## src/rtl/bus_arbiter.sv

```systemverilog
// Bus ownership sequencer for the Atari7800: halts the 6502 on a read boundary, grants the
// address/data bus to MARIA DMA or the loader, and steers the memory clock accordingly.
module bus_arbiter #(
   parameter int unsigned SETTLE  = 1,
   parameter int unsigned TIMEOUT = 255
) (
   input  logic       sysclk,
   input  logic       reset_n,
   input  logic       cpu_phase,
   input  logic       cpu_rw,
   input  logic       dma_req,
   input  logic       dma_done,
   input  logic       load_req,
   output logic       halt_b,
   output logic       dma_gnt,
   output logic       load_gnt,
   output logic [1:0] owner,
   output logic       memclk_sel,
   output logic [7:0] dma_len,
   output logic       dma_timeout
);

   typedef enum logic [2:0] {
      ST_CPU,
      ST_HALT_WAIT,
      ST_SETTLE,
      ST_DMA,
      ST_HANDBACK,
      ST_LOAD
   } state_t;

   localparam logic [1:0] OWNER_CPU  = 2'd0;
   localparam logic [1:0] OWNER_DMA  = 2'd1;
   localparam logic [1:0] OWNER_LOAD = 2'd2;

   localparam logic [2:0] SETTLE_INIT = 3'(SETTLE);
   localparam logic [7:0] TIMEOUT_CNT = 8'(TIMEOUT);

   state_t     state, state_nx;
   logic [2:0] settle_cnt, settle_cnt_nx;
   logic [7:0] burst_cnt, burst_cnt_nx;
   logic [7:0] dma_len_nx;
   logic       dma_timeout_nx;
   logic       burst_at_limit;

   logic       halt_b_nx;
   logic       dma_gnt_nx;
   logic       load_gnt_nx;
   logic [1:0] owner_nx;
   logic       memclk_sel_nx;

   assign burst_at_limit = (burst_cnt == TIMEOUT_CNT);

   // Next-state, counters and burst statistics.
   always_comb begin
      // NOTE: every variable gets a default before any branch so no path leaves it
      // unassigned; otherwise synthesis infers a latch to hold the old value.
      state_nx       = state;
      settle_cnt_nx  = settle_cnt;
      burst_cnt_nx   = 8'd0;
      dma_len_nx     = dma_len;
      dma_timeout_nx = dma_timeout;

      if (load_req) begin
         state_nx = ST_LOAD;
      end else begin
         case (state)
            ST_CPU: begin
               if (dma_req) state_nx = ST_HALT_WAIT;
            end
            ST_HALT_WAIT: begin
               // The 6502 only honours halt on a read cycle; write strobes are skipped.
               if (!dma_req) begin
                  state_nx = ST_HANDBACK;
               end else if (cpu_phase && cpu_rw) begin
                  if (SETTLE == 0) begin
                     state_nx = ST_DMA;
                  end else begin
                     state_nx      = ST_SETTLE;
                     settle_cnt_nx = SETTLE_INIT;
                  end
               end
            end
            ST_SETTLE: begin
               if (settle_cnt <= 3'd1) state_nx = ST_DMA;
               else                    settle_cnt_nx = settle_cnt - 3'd1;
            end
            ST_DMA: begin
               if (dma_done) begin
                  state_nx = ST_HANDBACK;
               end else if (burst_at_limit) begin
                  state_nx       = ST_HANDBACK;
                  dma_timeout_nx = 1'b1;
               end
            end
            ST_HANDBACK: begin
               if (cpu_phase) state_nx = ST_CPU;
            end
            ST_LOAD: begin
               state_nx = ST_CPU;
            end
            default: begin
               state_nx = ST_CPU;
            end
         endcase
      end

      // Any exit from DMA, including a loader preempt, records the partial count.
      if (state == ST_DMA && state_nx != ST_DMA) dma_len_nx = burst_cnt;

      if (state_nx == ST_DMA) begin
         if (state != ST_DMA)          burst_cnt_nx = 8'd1;
         else if (burst_cnt == 8'hFF)  burst_cnt_nx = burst_cnt;
         else                          burst_cnt_nx = burst_cnt + 8'd1;
      end
   end

   // Outputs are decoded from the next state and registered, so they track the state
   // register exactly and dma_gnt/memclk_sel always switch on the same edge.
   always_comb begin
      halt_b_nx     = 1'b1;
      dma_gnt_nx    = 1'b0;
      load_gnt_nx   = 1'b0;
      owner_nx      = OWNER_CPU;
      memclk_sel_nx = 1'b0;
      case (state_nx)
         ST_HALT_WAIT, ST_SETTLE, ST_HANDBACK: begin
            halt_b_nx = 1'b0;
         end
         ST_DMA: begin
            halt_b_nx     = 1'b0;
            dma_gnt_nx    = 1'b1;
            owner_nx      = OWNER_DMA;
            memclk_sel_nx = 1'b1;
         end
         ST_LOAD: begin
            load_gnt_nx   = 1'b1;
            owner_nx      = OWNER_LOAD;
            memclk_sel_nx = 1'b1;
         end
         default: begin
         end
      endcase
   end

   always_ff @(posedge sysclk or negedge reset_n) begin
      // NOTE: sequential state uses non-blocking assignments so every register samples
      // the pre-edge values, independent of statement order.
      if (!reset_n) begin
         state       <= ST_CPU;
         settle_cnt  <= 3'd0;
         burst_cnt   <= 8'd0;
         dma_len     <= 8'd0;
         dma_timeout <= 1'b0;
         halt_b      <= 1'b1;
         dma_gnt     <= 1'b0;
         load_gnt    <= 1'b0;
         owner       <= OWNER_CPU;
         memclk_sel  <= 1'b0;
      end else begin
         state       <= state_nx;
         settle_cnt  <= settle_cnt_nx;
         burst_cnt   <= burst_cnt_nx;
         dma_len     <= dma_len_nx;
         dma_timeout <= dma_timeout_nx;
         halt_b      <= halt_b_nx;
         dma_gnt     <= dma_gnt_nx;
         load_gnt    <= load_gnt_nx;
         owner       <= owner_nx;
         memclk_sel  <= memclk_sel_nx;
      end
   end

endmodule

```

## config.mk

```make
export PLATFORM = sky130hd
export DESIGN_NAME = bus_arbiter
export DESIGN_NICKNAME = d
export VERILOG_FILES = /design/src/rtl/bus_arbiter.sv
export SDC_FILE = /design/constraint.sdc
export NUM_CORES = 1
export LEC_CHECK = 0
export BUFFER_PORTS_ARGS = -buffer_cell sky130_fd_sc_hd__buf_2
export CAP_MARGIN = 5
export CORE_UTILIZATION = 50
export CTS_CLUSTER_DIAMETER = 120
export CTS_CLUSTER_SIZE = 40
export DETAILED_ROUTE_END_ITERATION = 8
export GPL_ROUTABILITY_DRIVEN = 0
export PLACE_DENSITY = 0.75
export SETUP_SLACK_MARGIN = 0.05
export SKIP_CTS_REPAIR_TIMING = 1
export SLEW_MARGIN = 20
export SYNTH_ARGS = -nofsm -noshare
export SYNTH_HDL_FRONTEND = slang
export SYNTH_SLANG_ARGS = --single-unit
```

## constraint.sdc

```tcl
create_clock -name sysclk -period 1.7 [get_ports sysclk]
set_input_delay 0.34 -clock sysclk [delete_from_list [all_inputs] [get_ports sysclk]]
set_output_delay 0.34 -clock sysclk [all_outputs]
set_load 0.02 [all_outputs]
```

### Word-level counts from Yosys, hierarchy flattened

Cells that the tools add are included.

* word-level logic and storage cells: 60
* bits of input ports: 7
* output and inout bits: 15
* bits in registers: 29

* order comparisons: 1
* equal/unequal tests: 16
* reduce and logical (&&, ||, !) cells: 8
* bitwise operators: 2
* add/sub/neg operators: 2
* muxes and demuxes: 21

Operator list (count)
* $mux 3: 11
* $mux 8: 3
* $pmux 3 s5: 1
* $eq 3x2->1 const B: 4
* $eq 3x3->1 const B: 3
* $ne 3x2->1 const B: 3
* $add 8x1->8 const B: 1
* $eq 8x8->1 const B: 1
* $eq 3x1->1 const B: 2
* $ne 2x2->1 const B: 3
* $pmux 3 s2: 1
* $reduce_and 5->1: 1
* $mux 1: 4
* $pmux 2 s2: 1
* $reduce_and 4->1: 1
* $reduce_or 4->1: 1
* $le 3x1->1 const B: 1
* $logic_not 3->1: 1
* $sub 3x1->3 const B: 1
* $logic_and 1x1->1: 2
* $not 1->1: 2
* $reduce_bool 2->1: 1
* $reduce_or 2->1: 1

### Logic depth before layout (Yosys ltp)

* depth after elaboration: 8
* depth in mapped cells: 6
* mapped depth without buffers: 6

### Worst setup path before layout

No wires, ideal clock.

* path kind: flip-flop to flip-flop
* start: register, netlist name burst_cnt[0]
* end: register settle_cnt[1]
* cell stages (with the launch flop): 7
* path buffers: 1
* clock period less this slack: 1.787 ns
* required time: 1.575 ns
* path slack: -0.087 ns
* data arrival time: 1.661 ns
* library setup time: 0.125 ns
* cell sequence: dfrtp_1 ha_1 and3_1 buf_2 a211oi_4 nor4b_4 mux2_4

RTL lines
* to (signal assigned): line 162 `settle_cnt <= settle_cnt_nx;`
* to (decl): line 40 `logic [2:0] settle_cnt, settle_cnt_nx;`

### Final worst setup path

* start: register settle_cnt[1]
* end: register settle_cnt[1]

* word-level cells in the longest chain between the ends: 3
* elaborated cells on any way between the ends: 6
* classes of those cells: add/sub: 1; order compare: 1; eq/ne: 1; mux: 2; reduce/logical: 1

RTL lines (line)
* $sub 3x1->3 or $le 3x1->1 (tied branches): 86, 85
* $mux 3 or $ne 2x2->1 (tied branches)
* $pmux 3 s2 or $reduce_and 5->1 (tied branches)

Parallel ways exist; a longest one is shown, timed or not. The select of a mux whose other input is x is not followed.
A chain may end at the register's enable or synchronous reset.

==> impl_metrics.prom <==
# TYPE chip_impl_metric gauge
chip_impl_metric{name="grt_antenna_before_repair",unit=""} 0
chip_impl_metric{name="vdd_ir_drop_max",unit="uV"} 501
chip_impl_metric{name="report.power.total",unit="uW"} 1140
chip_impl_info{name="hold_path_class",value="in -> async"} 1
chip_impl_metric{name="final.min_clock_period",unit="ps"} 1770
chip_impl_metric{name="dp_hpwl",unit="mm"} 2.07
chip_impl_info{name="synth_flop_cell",value="sky130_fd_sc_hd__dfrtp_1"} 1
chip_impl_metric{name="syn_nets",unit=""} 129
chip_impl_metric{name="clock_tree.buffer_depth",unit=""} 2
chip_impl_info{name="critPathTopFamily",value="compound AO/OA/AOI/OAI gates"} 1
chip_impl_info{name="timing.setup.critical_path_class",value="reg -> reg"} 1
chip_impl_metric{name="die_area",unit="um^2"} 3020
chip_impl_metric{name="die_x",unit="um"} 54.9
chip_impl_metric{name="grtUsageTotal",unit="%"} 22.0
chip_impl_metric{name="async_reset_ff_share",unit="%"} 100
chip_impl_metric{name="max_cap_viol_count",unit=""} 0
chip_impl_metric{name="clock_skew",unit="ps"} 1.11
chip_impl_metric{name="first_iter_violations",unit=""} 24
chip_impl_metric{name="insertion_delay",unit="ps"} 320
chip_impl_metric{name="drtAntennaViolNets",unit=""} 0
chip_impl_info{name="crit_path_top_delay_cell",value="sky130_fd_sc_hd__dfrtp_1"} 1
chip_impl_metric{name="chipHeight",unit="um"} 54.9
chip_impl_metric{name="top_level_ports",unit=""} 22
chip_impl_metric{name="post_synth.cell_area_avg",unit="um^2"} 11.8
chip_impl_metric{name="nets",unit=""} 179
chip_impl_metric{name="leakagePower",unit="uW"} 0.000857
chip_impl_metric{name="powerDensity",unit="nW/um^2"} 612
chip_impl_info{name="synth.largest_area_cell",value="sky130_fd_sc_hd__dfrtp_1"} 1
chip_impl_info{name="timing.critical_path.from_type",value="register"} 1
chip_impl_metric{name="yosys_register_bits",unit=""} 28
chip_impl_info{name="failed_checks",value="hold timing, setup timing"} 1
chip_impl_metric{name="grt_start_max_net_pins",unit=""} 29
chip_impl_metric{name="h-tree-depth",unit=""} 1
chip_impl_metric{name="r2r_slack",unit="ps"} -70
chip_impl_metric{name="clock_sink_count",unit=""} 28
chip_impl_metric{name="portBuffers",unit=""} 21
chip_impl_metric{name="relSlewSlack",unit="%"} 60.3
chip_impl_metric{name="grt_remaining_overflow",unit=""} 0
chip_impl_info{name="mostFrequentLayoutCells",value="26 x sky130_fd_sc_hd__dfrtp_1, 25 x sky130_fd_sc_hd__buf_4, 21 x sky130_fd_sc_hd__buf_2, 9 x sky130_fd_sc_hd__nor2_1, 8 x sky130_fd_sc_hd__mux2_2"} 1
chip_impl_info{name="critical_path.cell_chain",value="inv_2, ha_4, o21bai_1, a32o_2, nor4b_4, mux2_4"} 1
chip_impl_metric{name="syn_area",unit="um^2"} 1400
chip_impl_metric{name="row_count",unit=""} 18
chip_impl_metric{name="timing.final.ws_setup",unit="ps"} -66.2
chip_impl_info{name="unrepaired_setup_endpoints_after_global_routing",value="yes"} 1
chip_impl_metric{name="viasPerCell",unit=""} 5.57
chip_impl_metric{name="cts_made_buffers",unit=""} 3
chip_impl_metric{name="vias",unit=""} 1103
chip_impl_metric{name="synth_largest_type_area_fraction",unit="%"} 48.3
chip_impl_info{name="mostFrequentLayoutCell",value="sky130_fd_sc_hd__dfrtp_1"} 1
chip_impl_metric{name="floorplan.initialDensity",unit="%"} 54.5
chip_impl_metric{name="finalWirelength",unit="mm"} 2.98
chip_impl_metric{name="r2r_cells",unit=""} 6
chip_impl_metric{name="cp.arrival",unit="ps"} 1990
chip_impl_info{name="run_status",value="finished, violations left"} 1
chip_impl_metric{name="design.core.area",unit="um^2"} 2570
chip_impl_metric{name="synthDistinctLibCells",unit=""} 47
chip_impl_metric{name="final_layout_size_suffix_gt1_share",unit="%"} 51.8
chip_impl_metric{name="drt_drc_violations_left",unit=""} 0
chip_impl_metric{name="ys.warnings.count",unit=""} 0
chip_impl_metric{name="yosysSeqAreaShare",unit="%"} 50.1
chip_impl_metric{name="fmax",unit="GHz"} 0.566
chip_impl_metric{name="synth_enable_flop_cells",unit=""} 0
chip_impl_info{name="ys_top_cells_by_area",value="sky130_fd_sc_hd__dfrtp_1 48%, sky130_fd_sc_hd__mux2_2 6.4%, sky130_fd_sc_hd__ha_1 2.7%, sky130_fd_sc_hd__nor2_1 2.7%, sky130_fd_sc_hd__dfstp_2 1.9%"} 1
chip_impl_metric{name="drt-wirelength-per-cell",unit="um"} 15.0
chip_impl_metric{name="totalNegativeSetupSlack",unit="ps"} -103
chip_impl_metric{name="tightestPinTransition",unit="ps"} 595
chip_impl_metric{name="hold_viol",unit=""} 4
chip_impl_metric{name="postLayoutCoreUtil",unit="%"} 72.5
chip_impl_metric{name="grt_pass1_wl",unit="mm"} 4.64
chip_impl_metric{name="setup_viol",unit=""} 2
chip_impl_metric{name="antenna-diode-count",unit=""} 0
chip_impl_metric{name="final_min_period_over_clock_period",unit="%"} 104
chip_impl_metric{name="worst_setup_hold_path_clk_slew",unit="ps"} 140
chip_impl_info{name="setup.worst_path.end_class",value="register"} 1
chip_impl_info{name="ctsRootBufferMaster",value="sky130_fd_sc_hd__clkbuf_4"} 1
chip_impl_metric{name="critical_path.n_buffers_inverters",unit=""} 1
chip_impl_metric{name="worstPathRequired",unit="ps"} 1920
chip_impl_metric{name="hold_ws",unit="ps"} -2.22
chip_impl_metric{name="critical_path_depth",unit=""} 6
chip_impl_metric{name="number_of_global_route_vias_before_repair",unit=""} 1037
chip_impl_metric{name="critPathMaxStageDelay",unit="ps"} 400
chip_impl_metric{name="area_growth_syn_to_layout",unit="%"} 33.0
chip_impl_metric{name="final_max_slew_viol_count",unit=""} 0
chip_impl_info{name="tritoncts_clock_tree",value="done"} 1
chip_impl_metric{name="num-fill-cells",unit=""} 174
chip_impl_metric{name="worstPathMaxFanout",unit=""} 3
chip_impl_metric{name="postSynthCellCount",unit=""} 119
chip_impl_metric{name="first_pass_iters",unit=""} 4
-- worst paths after layout --
kind | from | endpoint
worst max-delay path | settle_cnt[1]$_DFFE_PN0P_ | settle_cnt[1]$_DFFE_PN0P_
worst min-delay path | reset_n | owner[0]$_DFF_PN0_
worst max register to register | settle_cnt[1]$_DFFE_PN0P_ | settle_cnt[1]$_DFFE_PN0P_
worst min register to register | dma_timeout$_DFFE_PN0P_ | dma_timeout$_DFFE_PN0P_
max in group asynchronous | reset_n | state[1]$_DFF_PN0_
min in group sysclk | load_req | owner[1]$_DFF_PN0_
-- layer usage --
metal	up-vias	routed length (um)	GRT usage (%)
met1	538	1400	29.9
met3	5	132	5.19
met2	36	1410	34.3
met5	-	0	0
li1	524	-	-
met4	0	39	7.08
-- synthesized netlist by cell type, types with 2 or more instances --
cell and count:
sky130_fd_sc_hd__ha_1 3, sky130_fd_sc_hd__nand2b_1 3, sky130_fd_sc_hd__dfrtp_1 27, sky130_fd_sc_hd__mux2_2 8, sky130_fd_sc_hd__nand2_1 6, sky130_fd_sc_hd__clkbuf_1 2, sky130_fd_sc_hd__nand3_1 4, sky130_fd_sc_hd__nand3b_1 2
sky130_fd_sc_hd__buf_2 2, sky130_fd_sc_hd__a21oi_1 3, sky130_fd_sc_hd__o21a_1 2, sky130_fd_sc_hd__inv_1 6, sky130_fd_sc_hd__xnor2_1 3, sky130_fd_sc_hd__a31oi_1 2, sky130_fd_sc_hd__nor3_1 2, sky130_fd_sc_hd__o21bai_1 2
sky130_fd_sc_hd__nor2_1 10, sky130_fd_sc_hd__nor3b_1 3
-- power breakdown --
group / leakage [uW] / total, uW / switching (uW) / internal, uW
Combinational: 0.000476 / 129 / 77.8 / 51.3
Sequential: 0.000360 / 695 / 10.0 / 685
Clock: 0.0000210 / 315 / 184 / 131
Total: 0.000857 / 1140 / 271 / 867
-- layout make-up --
class / count / area, um^2 / area share (%)
Sequential cell: 28 / 703 / 37.8
Inverter: 6 / 22.5 / 1.21
Tap cell: 30 / 37.5 / 2.02
Clock buffer: 4 / 36.3 / 1.95
Multi-Input combinational cell: 78 / 693 / 37.2
Timing Repair Buffer: 52 / 369 / 19.8
-- kinds of logic after synthesis --
logic type	synth area share, %
AND/OR/NAND/NOR	15.9
buffers and inverters	4.74
AO/OA/AOI/OAI	15.8
XOR/XNOR	2.50
multiplexers	8.22
adder cells (fa/ha/maj)	2.68
flip-flops	50.1
-- state kept, by name (all words and copies together), names as in the netlist --
register and flops:
burst_cnt 8, dma_len 8, dma_timeout 1, halt_b 1, load_gnt 1, memclk_sel 1, owner 2, settle_cnt 3
state 3
-- per-stage QoR --
stage	cell area, um^2	std cells	setup slack (ps)	hold slack (ps)
finish	1860	198	-66.2	-2.22
CTS	1750	193	-65.1	6.12
global route	1860	198	-111	35.5
floorplan	1410	119	-40.4	44.4
global placement	1710	189	20.5	375
detailed placement	1710	189	-36.7	386
(Power assumes the default switching activity.)
